**config.mk**
```make
export PLATFORM = sky130hd
export DESIGN_NAME = c3lib_pipe_set_stall
export DESIGN_NICKNAME = d
export VERILOG_FILES = /design/src/rtl/c3lib_pipe_set_stall.sv
export SDC_FILE = /design/constraint.sdc
export NUM_CORES = 1
export LEC_CHECK = 0
export CELL_PAD_IN_SITES_DETAIL_PLACEMENT = 1
export CELL_PAD_IN_SITES_GLOBAL_PLACEMENT = 1
export CORE_AREA = 2 2 39 41
export CTS_CLUSTER_SIZE = 30
export DETAILED_ROUTE_END_ITERATION = 7
export DIE_AREA = 0 0 41 43
export HOLD_SLACK_MARGIN = 0.1
export PLACE_DENSITY = 0.47
export SYNTH_ARGS = -nofsm -noshare
export SYNTH_HDL_FRONTEND = slang
export SYNTH_SLANG_ARGS = --single-unit
export TNS_END_PERCENT = 20
```
**constraint.sdc**
```tcl
create_clock -name clk -period 2.05 [get_ports clk]
set_input_delay 0.41 -clock clk [delete_from_list [all_inputs] [get_ports clk]]
set_output_delay 0.41 -clock clk [all_outputs]
set_load 0.02 [all_outputs]
```
**src/rtl/c3lib_pipe_set_stall.sv**
```systemverilog
// c3lib_pipe_set_stall: DEPTH-stage register pipe with per-stage valid bits
// and a collapsing-bubble stall chain. Every data register resets or flushes
// to RST_VAL. out_data always shows the last stage register, even when that
// stage is empty.
//
// Handshake: a word moves across an interface on a rising edge where both
// valid and ready are high (in_valid & in_ready upstream, out_valid &
// out_ready downstream). in_ready depends combinationally on out_ready
// through the stage ready chain, and is never a function of in_valid.
module c3lib_pipe_set_stall #(
  parameter int               WIDTH   = 1,
  parameter int               DEPTH   = 2,
  parameter logic [WIDTH-1:0] RST_VAL = '1
) (
  input  logic                       clk,
  input  logic                       rst,
  input  logic                       flush,
  input  logic                       in_valid,
  input  logic [WIDTH-1:0]           in_data,
  output logic                       in_ready,
  output logic                       out_valid,
  output logic [WIDTH-1:0]           out_data,
  input  logic                       out_ready,
  output logic [$clog2(DEPTH+1)-1:0] occupancy
);

  localparam int OCC_W = $clog2(DEPTH + 1);

  logic [WIDTH-1:0] data_q [DEPTH];
  logic [DEPTH-1:0] v_q;
  logic [DEPTH:0]   rdy;
  logic [DEPTH-1:0] src_v;
  logic [WIDTH-1:0] src_d  [DEPTH];
  logic             push;

  // Ready chain: a stage can take a word when it is empty or is itself
  // draining forward, so empty stages never block the stages behind them.
  always_comb begin
    rdy        = '0;
    rdy[DEPTH] = out_ready;
    for (int k = DEPTH - 1; k >= 0; k--) begin
      rdy[k] = ~v_q[k] | rdy[k+1];
    end
  end

  assign in_ready = rdy[0] & ~flush & ~rst;
  assign push     = in_valid & in_ready;

  // Source of each stage: the upstream transfer for stage 0, otherwise the
  // previous stage.
  always_comb begin
    src_v    = '0;
    src_v[0] = push;
    src_d[0] = in_data;
    for (int k = 1; k < DEPTH; k++) begin
      src_v[k] = v_q[k-1];
      src_d[k] = data_q[k-1];
    end
  end

  // Stage registers: reset/flush clear valids and load RST_VAL; otherwise a
  // ready stage takes its source valid, and its data only when that is valid.
  always_ff @(posedge clk) begin
    if (rst || flush) begin
      v_q <= '0;
      for (int k = 0; k < DEPTH; k++) begin
        data_q[k] <= RST_VAL;
      end
    end else begin
      for (int k = 0; k < DEPTH; k++) begin
        if (rdy[k]) begin
          v_q[k] <= src_v[k];
          if (src_v[k]) begin
            data_q[k] <= src_d[k];
          end
        end
      end
    end
  end

  assign out_valid = v_q[DEPTH-1];
  assign out_data  = data_q[DEPTH-1];

  // Occupancy is the population count of the stage valid bits.
  always_comb begin
    occupancy = '0;
    for (int k = 0; k < DEPTH; k++) begin
      occupancy = occupancy + OCC_W'(v_q[k]);
    end
  end

endmodule

```
==> results of run 1 <==
-- cell type report --
class | instances | area (um2)
clock buffers | 3 | 22.52
multi-input cells | 13 | 85.08
inverters | 2 | 7.507
fillers | 165 | 1035
well taps | 16 | 20.02
repair buffers | 12 | 113.9
flip-flops and latches | 4 | 100.1
-- worst paths after layout --
| kind | cells past startpoint | end | slack [ns] | from |
|---|---|---|---|---|
| setup / recovery | 4 | in_ready | 0.1 | flush |
| hold / removal | 1 | data_q[0][1] | 0.53 | data_q[0][0] |
| setup reg to reg | 3 | data_q[0][1] | 0.63 | v_q[0] |
| hold reg to reg | 1 | data_q[0][1] | 0.53 | data_q[0][0] |
-- sequential cells by signal, summed over array words and instances (netlist names) --
signal	flops
v_q	2
data_q	2
-- layout by cell type (no fill, tap or decap), drive strengths merged --
| cell | n |
|---|---|
| dlygate4sd2 | 1 |
| clkbuf | 3 |
| o21ai | 2 |
| dfxtp | 2 |
| clkdlybuf4s50 | 9 |
| inv | 2 |
| nor2 | 3 |
| o21a | 2 |
| buf | 2 |
| edfxtp | 2 |
| ha | 1 |
| or4 | 2 |
| or2 | 1 |
| and3b | 1 |
| nor2b | 1 |
-- logic make-up (layout without fill, tap and decap cells) --
family	Yosys count	after routing
compound gates	4	4
buf+inv	2	17
flops	4	4
simple gates	8	8
fa+ha+maj	1	1
-- metrics by stage --
step                      std cells  setup slack, ns  setup TNS, ns
after global routing             50          0.01027              0
after global placement           47          -0.1476        -0.1476
after floorplan                  19           0.6606              0
after detailed placement         47          -0.1853        -0.1853
final                            50          0.09577              0
after CTS                        50          0.08750              0
-- per-layer routing --
layer	up-vias	GRT usage, %	routed length, um
met2	11	10.00	203
met3	2	4.712	45
met1	91	8.710	239
met4	0	8.000	8
met5	-	0	0
li1	98	-	-
-- report_power, final --
part           leakage (nW)  switching [mW]  internal [mW]
Sequential           0.0321         0.00163         0.0864
Clock                0.0138          0.0369         0.0658
Combinational        0.0942          0.0115         0.0170
Total                 0.140          0.0500          0.169
-- repair_timing --
action,CTS,global route
endpoints found under the setup margin,1,0
hold buffers,0,0
gates resized for setup,1,0
==> results.py, run 1 <==
metrics = {
    "floorplan": {
        "rows": 14,
        "pin_count": 11,
        "die-height_um": 43,
        "initial_core_utilization_pct": 13.92,
        "die-width_um": 41,
        "dieArea_um2": 1763,
        "core_um2": 1384,
    },
    "sta": {
        "maximum_frequency_from_static_timing_analysis_ghz": 0.5117,
        "unrepaired_setup_endpoints_after_global_routing": "no",
        "timing.final.crit_share_pct": 95.33,
        "holdWs_ns": 0.5277,
        "final_report_hold_violation_count": 0,
        "final_period_minus_worst_setup_slack_ns": 1.954,
        "max_slew_margin_pct": 83.26,
        "setup_viol_count_final": 0,
        "timing.clock.skew_ns": 0.005336,
        "worst_slew_pin_slew_ns": 0.2501,
        "finalMaxSlewViolations": 0,
    },
    "placed_design": {
        "placement.io_buffers": 10,
        "placement.cell_area_um2": 327.8,
        "gp_congestion": 0.6703,
    },
    "global_route": {
        "first_pass_grt_wire_length_um": 876,
        "pin_count_of_the_biggest_net_entering_global_routing": 6,
        "groute.usage.overall_pct": 8.040,
        "first_global_vias": 214,
        "number_of_antenna_violations_at_the_first_check_in_global_routing": 0,
        "overflow": 0,
    },
    "critical_path": {
        "timing.critical_path.slowest_stage_cell": "sky130_fd_sc_hd__clkdlybuf4s50_1",
        "setup.worst_path.end_class": "output port",
        "critical_path.max_stage_delay_ns": 0.41,
        "critical_path_peak_fanout": 2,
        "critical_path.startpoint_type": "primary input",
        "cp_data_arrival_time_ns": 1.54,
        "critical_path_required_ns": 1.64,
        "timing_worst_setup_path_type": "primary input to output port",
        "critPathBufInv": 2,
        "cpLargestDelayFamily": "buffers and inverters",
        "timing.critical_path.cells": "clkdlybuf4s50_1 -> or2_1 -> nor2_1 -> dlygate4sd2_1",
    },
    "clock_network": {
        "post-cts-setup-buffers": 0,
        "cts_num_sinks": 4,
        "cts_root_buf": "sky130_fd_sc_hd__clkbuf_4",
        "max-clock-path-buffers": 2,
        "cts_inserted_buffers": 3,
        "cts.clk_slew.worst_paths_ns": 0.04,
        "clk-insertion-delay-late_ns": 0.24,
        "clock_tree_from_tritoncts": "built",
        "depth_of_the_cts_h_tree": 1,
    },
    "yosys": {
        "synth_nets": 26,
        "synthDistinctLibCells": 11,
        "main_combinational_cell_family_by_area_after_synthesis": "simple AND/OR/NAND/NOR gates",
        "top_reg_cell_synth": "sky130_fd_sc_hd__edfxtp_1",
        "synth_compound_area_share_pct": 12.99,
        "synth.top_cells.by_area": "sky130_fd_sc_hd__edfxtp_1 (31%), sky130_fd_sc_hd__dfxtp_1 (21%), sky130_fd_sc_hd__o21a_1 (7.8%), sky130_fd_sc_hd__or4_1 (7.8%), sky130_fd_sc_hd__ha_1 (6.5%)",
        "ys_seq_area_share_pct": 51.95,
        "yosys.area_share.simple_pct": 24.68,
        "mappedNetlistArea_um2": 192.7,
        "yosysWarnings": 0,
        "synth_xor_xnor_area_share_pct": 0,
        "synth.largest_area_cell": "sky130_fd_sc_hd__edfxtp_1",
        "postSynth.asyncResetShare_pct": 0,
        "syn_area_per_cell_um2": 10.14,
        "synth_enable_flop_cells": 2,
        "post_synth_mux_area_share_pct": 0,
        "synthAdderAreaFrac_pct": 6.494,
        "number_of_flip_flops_and_latches_in_the_synthesized_netlist": 4,
        "synth.top_cell.area_share_pct": 31.17,
        "synthesis.instances": 19,
        "synth.most_common_cell": "sky130_fd_sc_hd__nor2_1",
    },
    "cells_and_area": {
        "fin_nets": 43,
        "area_delta_synth_final_pct": 81.17,
        "final_core_util_pct": 25.23,
        "post_route_cells_drive_above_1_share_pct": 14.71,
        "final_area_um2": 349.1,
        "diodes": 0,
    },
    "route": {
        "vias_per_cell": 4.040,
        "ant_nets": 0,
        "drt_pre_antenna_iters": 2,
        "detail_route.drc_violations": 0,
        "drtIter0Drc": 7,
        "routedWlPerCell_um": 9.920,
        "via_count": 202,
        "routed_wirelength_um": 496,
    },
    "power_and_ir_drop": {
        "leakagePower_nw": 0.1401,
        "report.power.total_uw": 219.2,
        "max_vdd_drop_mv": 0.1790,
        "power.density_nw_per_um2": 627.8,
    },
    "status": {
        "result_of_the_run": "finished, final reports clean",
    },
    "job": {
        "max_cap_viol_count": 0,
    },
    "hold_path": {
        "timing.hold.worst.class": "flop to flop",
    },
}
Power figures use the tool's default switching activity.
==> run 2, diff against run 1 <==
--- a/config.mk
+++ b/config.mk
@@ -8,6 +8,7 @@
 export CELL_PAD_IN_SITES_DETAIL_PLACEMENT = 1
 export CELL_PAD_IN_SITES_GLOBAL_PLACEMENT = 1
 export CORE_AREA = 2 2 39 41
+export CTS_BUF_LIST = sky130_fd_sc_hd__clkbuf_4
 export CTS_CLUSTER_SIZE = 30
 export DETAILED_ROUTE_END_ITERATION = 7
 export DIE_AREA = 0 0 41 43
==> results of run 2 <==
Same layout as run 1: the final DEF is identical, and so are final timing and power.
==> run 3, diff against run 2 <==
--- a/config.mk
+++ b/config.mk
@@ -12,7 +12,6 @@
 export CTS_CLUSTER_SIZE = 30
 export DETAILED_ROUTE_END_ITERATION = 7
 export DIE_AREA = 0 0 41 43
-export HOLD_SLACK_MARGIN = 0.1
 export PLACE_DENSITY = 0.47
 export SYNTH_ARGS = -nofsm -noshare
 export SYNTH_HDL_FRONTEND = slang
==> results of run 3 <==
Same layout as run 1: the final DEF is identical, and so are final timing and power.
